`src/rtl/uart_byte_fifo.sv`:
```
// Byte FIFO between uart_receiver and uart_transmitter: edge-detects rx/tx done levels,
// queues received bytes and hands them to the transmitter one at a time.
module uart_byte_fifo #(
    parameter int DEPTH  = 16,
    parameter int ADDR_W = 4
) (
    input  logic              CLKIN,
    input  logic              RESET,
    input  logic [7:0]        rx_data,
    input  logic              rx_done,
    output logic              rx_run,
    output logic [7:0]        tx_data,
    output logic              tx_run,
    input  logic              tx_done,
    output logic [ADDR_W:0]   count,
    output logic              empty,
    output logic              full,
    output logic              overflow
);

    typedef enum logic [1:0] {IDLE, SEND, DRAIN} state_t;

    localparam logic [ADDR_W:0]   FULL_CNT = (ADDR_W+1)'(DEPTH);
    localparam logic [ADDR_W:0]   CNT_ONE  = (ADDR_W+1)'(1);
    localparam logic [ADDR_W-1:0] PTR_ONE  = ADDR_W'(1);

    logic [7:0]        mem_q [DEPTH];
    logic [ADDR_W-1:0] wr_ptr_q, wr_ptr_d, rd_ptr_q, rd_ptr_d;
    logic [ADDR_W:0]   count_q, count_d;
    logic [7:0]        tx_data_q, tx_data_d;
    logic              tx_run_q, tx_run_d;
    logic              ovf_q, ovf_d;
    logic              rx_done_q, tx_done_q;
    state_t            state_q, state_d;
    logic              push_evt, done_evt, pop, wr_en;

    assign push_evt = rx_done & ~rx_done_q;
    assign done_evt = tx_done & ~tx_done_q;
    assign empty    = (count_q == '0);
    assign full     = (count_q == FULL_CNT);
    assign rx_run   = ~full;
    assign count    = count_q;
    assign tx_data  = tx_data_q;
    assign tx_run   = tx_run_q;
    assign overflow = ovf_q;

    always_comb begin
        state_d   = state_q;
        tx_run_d  = tx_run_q;
        tx_data_d = tx_data_q;
        rd_ptr_d  = rd_ptr_q;
        pop       = 1'b0;
        case (state_q)
            IDLE: if (!empty) begin
                pop       = 1'b1;
                tx_data_d = mem_q[rd_ptr_q];
                rd_ptr_d  = rd_ptr_q + PTR_ONE;
                tx_run_d  = 1'b1;
                state_d   = SEND;
            end
            SEND: if (done_evt) begin
                tx_run_d = 1'b0;
                state_d  = DRAIN;
            end
            // Wait out a done level left high so it cannot end the next byte early.
            DRAIN: if (!tx_done) state_d = IDLE;
            default: state_d = IDLE;
        endcase
    end

    // A push while full is still accepted when a pop frees a slot on the same edge.
    always_comb begin
        wr_en    = push_evt & (~full | pop);
        ovf_d    = ovf_q | (push_evt & full & ~pop);
        wr_ptr_d = wr_en ? wr_ptr_q + PTR_ONE : wr_ptr_q;
        count_d  = count_q;
        if (wr_en && !pop)      count_d = count_q + CNT_ONE;
        else if (!wr_en && pop) count_d = count_q - CNT_ONE;
    end

    always_ff @(posedge CLKIN) begin
        if (RESET) begin
            state_q   <= IDLE;
            tx_run_q  <= 1'b0;
            tx_data_q <= 8'h00;
            rd_ptr_q  <= '0;
            wr_ptr_q  <= '0;
            count_q   <= '0;
            ovf_q     <= 1'b0;
            rx_done_q <= 1'b1;
            tx_done_q <= 1'b1;
        end else begin
            state_q   <= state_d;
            tx_run_q  <= tx_run_d;
            tx_data_q <= tx_data_d;
            rd_ptr_q  <= rd_ptr_d;
            wr_ptr_q  <= wr_ptr_d;
            count_q   <= count_d;
            ovf_q     <= ovf_d;
            rx_done_q <= rx_done;
            tx_done_q <= tx_done;
        end
    end

    always_ff @(posedge CLKIN) begin
        if (wr_en && !RESET) mem_q[wr_ptr_q] <= rx_data;
    end

endmodule

```
`config.mk`:
```
export PLATFORM = sky130hd
export DESIGN_NAME = uart_byte_fifo
export DESIGN_NICKNAME = d
export VERILOG_FILES = /design/src/rtl/uart_byte_fifo.sv
export SDC_FILE = /design/constraint.sdc
export NUM_CORES = 1
export LEC_CHECK = 0
export CORE_MARGIN = 8
export CORE_UTILIZATION = 59
export DETAILED_ROUTE_END_ITERATION = 16
export GPL_TIMING_DRIVEN = 1
export PLACE_DENSITY = 0.78
export SETUP_SLACK_MARGIN = 0.4
export SYNTH_ARGS = -nofsm -noshare
export SYNTH_HDL_FRONTEND = slang
export SYNTH_SLANG_ARGS = --single-unit
export TNS_END_PERCENT = 30
```
`constraint.sdc`:
```
create_clock -name CLKIN -period 3.1 [get_ports CLKIN]
set_clock_uncertainty 0.1 [all_clocks]
set_input_delay 0.62 -clock CLKIN [delete_from_list [all_inputs] [get_ports CLKIN]]
set_output_delay 0.62 -clock CLKIN [all_outputs]
set_load 0.02 [all_outputs]
```
==> impl_metrics.yaml, run 1 <==
placement:
  portBuffers: 29
  gp_congestion: 0.7784
  dp_hpwl_um: 7871
  placed_cell_area_um2: 6760
  placed_cells: 556
  dp_slack_ns: -0.03727
cts:
  path_clk_slew_ns: 0.06
  numCtsBuffers: 17
  clk_latency_ns: 0.52
  tritoncts: "yes"
  clockBufferDepth: 2
  cts_root_buf: "clkbuf_8"
  cts.sinks: 155
  h-tree-depth: 4
power:
  p_per_area_nw_per_um2: 775.0
  vdd_drop_max_v: 0.0004600
  p_sw_uw: 1553
  internal_power_uw: 4159
  leakage_uw: 0.002435
  pwr-share-comb_pct: 22.5
  seqPwrFrac_pct: 43.0
  power_frac_clock_pct: 34.5
  switching_share_pct: 27.19
setup_path:
  cp_data_arrival_time_ns: 2.99
  slowest_delay_ns: 0.36
  slowest_stage: "dfxtp_2"
  path_cells: "nor4_4 > buf_4 > buf_4 > a21oi_2 > clkinv_1 > ha_4 > inv_2 > ha_1 > a21o_1 > a21oi_2 > mux2i_1 > mux2_2"
  critical_path.max_fanout: 5
  cp_top_family: "multiplexers"
  critPathKind: "flip-flop to flip-flop"
  cp-start-kind: "flip-flop"
  path_buf_inv: 4
  crit_path_end_kind: "flip-flop"
  required_ns: 3.41
sta:
  rsz0062_at_grt: "true"
  worst-slew-pin-transition_ns: 0.7071
  drv_slew: 0
  fin_ws_ns: 0.4188
  fin_crit_ns: 2.681
  fmax_ghz: 0.3730
  finalSetupViolations: 0
  finalHoldViolCount: 0
  fin_crit_sh_pct: 86.49
  slew_headroom_pct: 52.71
route:
  drt_pass1_iterations: 5
  wl_per_cell_um: 21.45
  drt_iter0_drc: 381
  drc: 0
  ant_nets: 0
  vias: 3465
  via_per_inst: 5.873
  drt-total-wl_um: 12650
synthesis:
  synth.area.top_cells: "edfxtp_1, dfxtp_1, mux4_2"
  synthAdderAreaFrac_pct: 2.354
  syn_area_um2: 6165
  synthMuxAreaShare_pct: 11.71
  ys_warn_count: 0
  ys_seq_elements: 155
  synth_edf_count: 128
  async_reset_ff_share_pct: 0
  syn_nets: 409
  synthXorXnorAreaFrac_pct: 1.279
  syn_inst: 386
  synth_top_family_by_area: "multiplexers"
  yosysSeqAreaShare_pct: 71.12
  yosysTopAreaCell: "edfxtp_1"
  synth-compound-area-share_pct: 5.115
  synthDistinctLibCells: 38
  synth-main-ff-cell: "edfxtp_1"
  syn_avg_cell_area_um2: 15.97
  synth_top_cell_area_share_pct: 62.35
  synth-simple-area-share_pct: 6.454
global_routing:
  grt_overflow_total: 0
  grt_pass1_wl_um: 19840
  antenna_found_initial: 0
  grt_max_degree: 51
  grt_pass1_vias: 3558
  grt_usage_pct: 18.89
die:
  start_util_pct: 60.25
  die-area_um2: 13980
  top_level_ports: 30
  core_region_area_um2: 10230
  rows: 37
  fp.dieW_um: 118.2
  die_h_um: 118.2
status:
  outcome: "finished, final reports clean"
final_layout:
  diodes: 0
  nNetsFinal: 464
  n_fill_cell: 634
  drive_gt1_share_pct: 18.72
  design_area_um2: 7371
  area_growth_pct: 19.57
  fin_cells: 590
min_path:
  hold_path.class: "flip-flop to flip-flop"
flow_run:
  maxCapViolCount: 0
## per-stage QoR
step	total power, µW	util (%)	hold WS, ns	setup TNS [ns]
4_1_cts	5713	71.85	0.3899	0
6_report	5712	72.04	0.3839	0
3_5_place_dp	3750	66.08	0.3756	-0.03727
3_3_place_gp	3717	66.08	0.3559	0
5_1_grt	5955	72.04	0.4260	0
2_1_floorplan	3293	-	0.3633	0
## synth_stat cells, types with 2 or more instances
cell type and count:
a211oi_1 8, a21oi_1 7, a22oi_1 8, buf_1 3, buf_2 7, clkbuf_1 8
dfxtp_1 27, edfxtp_1 128, ha_1 10, inv_1 11, mux2i_1 35, mux4_2 16
nand2_1 9, nand3_1 2, nand3b_1 2, nand4_1 2, nor2_1 48, nor2b_1 2
nor3_1 9, nor3b_1 2, o22ai_1 16, or2_2 2, or3_1 2, xnor2_1 2
xor2_1 7
## final timing paths
path                            startpoint        to  slack, ns  cells past startpoint
worst max register to register    count[0]  count[4]       0.42                     12
worst min-delay path              overflow  overflow       0.38                      2
worst min register to register    overflow  overflow       0.38                      2
worst max-delay path              count[0]  count[4]       0.42                     12
## sequential cells by signal, indices dropped and copies added, names as in the netlist
register / flops
mem_q: 128
tx_data: 8
count: 5
rd_ptr_q: 4
wr_ptr_q: 4
state_q: 2
overflow: 1
rx_done_q: 1
tx_done_q: 1
tx_run: 1
## final cells by class
| cell class | instances | area, µm² | share of cell area, % |
|---|---|---|---|
| inverters | 12 | 45.04 | 0.6111 |
| flip-flops and latches | 155 | 4392 | 59.58 |
| repair buffers | 54 | 504.2 | 6.841 |
| clock inverters | 3 | 21.27 | 0.2886 |
| well taps | 136 | 170.2 | 2.309 |
| clock buffers | 29 | 563.0 | 7.639 |
| multi-input cells | 201 | 1675 | 22.73 |
## metal layers
layer | track usage [%] | wire, µm | vias up
met1 | 24.02 | 5258 | 1723
met2 | 29.56 | 6162 | 136
met3 | 6.949 | 1010 | 19
li1 | - | - | 1587
met4 | 6.085 | 223 | 0
met5 | 0 | 0 | -
## power groups by stage
| stage | registers [µW] | logic [µW] | clock network, µW |
|---|---|---|---|
| 6_report | 2460 | 1280 | 1970 |
| 5_1_grt | 2470 | 1390 | 2090 |
| 4_1_cts | 2460 | 1260 | 1990 |
| 3_5_place_dp | 2500 | 1250 | 0 |
| 3_3_place_gp | 2500 | 1220 | 0 |
| 2_1_floorplan | 2530 | 759 | 0 |
## cell usage in the layout (no fill, tap or decap), types with 5 or more instances in the layout
cell	n
edfxtp_1	128
nor2_1	48
mux2i_1	35
clkdlybuf4s50_1	27
buf_4	23
dfxtp_1	21
clkbuf_16	19
mux4_2	16
o22ai_1	16
inv_1	10
nand2_1	9
nor3_1	9
ha_1	9
a22oi_1	8
a211oi_1	8
xor2_1	7
a21oi_1	6
dfxtp_2	6
clkbuf_8	5
clkbuf_1	5
## repair_timing
action / CTS / global route
pin swaps: 1 / 1
hold buffers: 0 / 0
gates resized for setup: 1 / 2
cloned: 0 / 0
buffers inserted: 1 / 1
endpoints found under the setup margin: 3 / 3
## worst min-delay path: stages, from the launching register on
cell,delay (ns)
dfxtp_1,0.33
a41oi_1,0.05
nor2_1,0.08
## cell families after synthesis
family / count (synthesis)
DFF: 155
and+or+nand+nor: 85
muxes: 52
AOI/OAI and AO/OA: 44
buffers and inverters: 30
adders and majority gates: 11
xor gates and xnor gates: 9
Power figures use the tool's default switching activity.
==> inputs of run 2 (changes only) <==
CAP_MARGIN = 20   (was not set)
==> results of run 2 <==
No change in the layout: final DEF, timing and power equal those of run 1.
==> inputs of run 3 (changes only) <==
PLACE_DENSITY = not set   (was 0.78)
PLACE_DENSITY_LB_ADDON = 0.2   (was not set)
==> impl_metrics.yaml, run 3 (synthesis gave the netlist of run 1 again) <==
cts:
  tritoncts: "yes"
  h-tree-depth: 4
  clk_latency_ns: 0.52
  cts_root_buf: "clkbuf_8"
  cts.sinks: 155
  cts-hold-fix-buffers: 0
  clockBufferDepth: 2
  numCtsBuffers: 17
  path_clk_slew_ns: 0.06
global_routing:
  antenna_found_initial: 0
  use_met2_pct: 29.06
  busiest_layer: "met2"
  grt_pass1_wl_um: 19060
  grt_max_degree: 51
  grt_usage_pct: 18.03
  grt_overflow_total: 0
  grt_pass1_vias: 3493
  met1_usage_pct: 22.56
  use_met3_pct: 5.474
setup_path:
  critical_path.max_fanout: 5
  cp-start-kind: "flip-flop"
  required_ns: 3.41
  critPathKind: "flip-flop to flip-flop"
  crit_path_end_kind: "flip-flop"
  cp_data_arrival_time_ns: 2.94
  rrSetupSlack_ns: 0.48
sta:
  worst-slew-pin-transition_ns: 0.6880
  slew_headroom_pct: 54.04
  finalSetupViolations: 0
  fmax_ghz: 0.3811
  rsz0062_at_grt: "true"
  drv_slew: 0
  fin_ws_ns: 0.4760
  fin_crit_ns: 2.624
  fin_crit_sh_pct: 84.64
  setup_tns_ns: 0
  finalHoldViolCount: 0
placement:
  dp_slack_ns: -0.02768
  gp_congestion: 0.7844
  portBuffers: 29
  dp_hpwl_um: 7645
  placed_cells: 556
power:
  power_frac_clock_pct: 34.3
  internal_power_uw: 4072
  pwr-share-comb_pct: 22.4
  vdd_drop_max_v: 0.0004374
  p_sw_uw: 1565
  switching_share_pct: 27.77
  seqPwrFrac_pct: 43.3
  p_per_area_nw_per_um2: 770.3
  leakage_uw: 0.002404
route:
  vias: 3459
  ant_nets: 0
  via_per_inst: 5.873
  wl_per_cell_um: 20.63
  drc: 0
  drt_pass1_iterations: 4
  drt-total-wl_um: 12150
  drt_iter0_drc: 259
die:
  die_h_um: 118.2
  rows: 37
  core_region_area_um2: 10230
  die-area_um2: 13980
  top_level_ports: 30
  fp.dieW_um: 118.2
  start_util_pct: 60.25
flow_run:
  maxCapViolCount: 0
final_layout:
  top_register: "mem_q"
  largest_reg_flops: 128
  n_fill_cell: 653
  diodes: 0
  fin_cells: 589
  area_growth_pct: 18.71
  nNetsFinal: 463
  utilization_pct: 71.53
  drive_gt1_share_pct: 18.98
  final_cell_mix: "edfxtp_1, nor2_1, mux2i_1, clkdlybuf4s50_1, buf_4"
  final_common_cell: "edfxtp_1"
status:
  outcome: "finished, final reports clean"
min_path:
  hold_path.class: "flip-flop to flip-flop"
## run 3: cell types whose count changed in the layout (fill, tap and decap cells not counted), sizes merged
cell / before / now
clkbuf: 29 / 21
clkinv: 2 / 6
clkinvlp: 1 / 4
bufinv: 0 / 2
buf: 25 / 24
inv: 12 / 11
## run 3: power groups by stage
stage | Sequential, µW | Clock (µW) | Combinational [µW]
3_5_place_dp | 2480 | 0 | 1260
2_1_floorplan | 2530 | 0 | 759
3_3_place_gp | 2480 | 0 | 1230
5_1_grt | 2450 | 2050 | 1370
4_1_cts | 2440 | 1960 | 1280
6_report | 2440 | 1940 | 1260
## run 3: worst paths after layout
kind	from	endpoint	depth (start not counted)
setup / recovery	count[3]	count[4]	11
hold / removal	overflow	overflow	2
setup reg to reg	count[3]	count[4]	11
hold reg to reg	overflow	overflow	2
## run 3: worst max-delay path, cell delays in order (launching register included)
cell      delay (ns)
dfxtp_2         0.35
nor4_4          0.31
buf_4           0.18
a21oi_2         0.06
clkinv_1        0.06
ha_2            0.20
inv_2           0.07
ha_1            0.29
a21o_1          0.17
a21oi_2         0.14
mux2i_1         0.23
mux2_2          0.35
## run 3: layout make-up
type                    count  area (µm²)  share of cell area, %
repair buffers             53       484.2                  6.617
multi-input cells         201        1665                  22.76
well taps                 136       170.2                  2.325
clock inverters            11       122.6                  1.676
inverters                  12       45.04                 0.6155
clock buffers              21       439.2                  6.001
flip-flops and latches    155        4392                  60.01
## run 3: what timing repair did
| item | CTS | global route |
|---|---|---|
| pin swaps | 1 | 0 |
| setup buffers | 1 | 0 |
| resized for setup | 1 | 1 |
| endpoints found under the setup margin | 3 | 2 |
## run 3: per-layer routing
layer  vias up  part of all wire [%]
met5         -                     0
met4         0                   2.1
met3        16                   7.0
met2       117                    48
met1      1743                    43
li1       1583                     -
## run 3: through the flow
step	power [µW]	hold slack, ns	cell area (µm²)
after global routing	5880	0.4101	7318
after floorplan	3293	0.3633	6177
after CTS	5679	0.3971	7316
final	5638	0.3870	7318
after global placement	3711	0.3543	6748
after detailed placement	3746	0.3827	6748
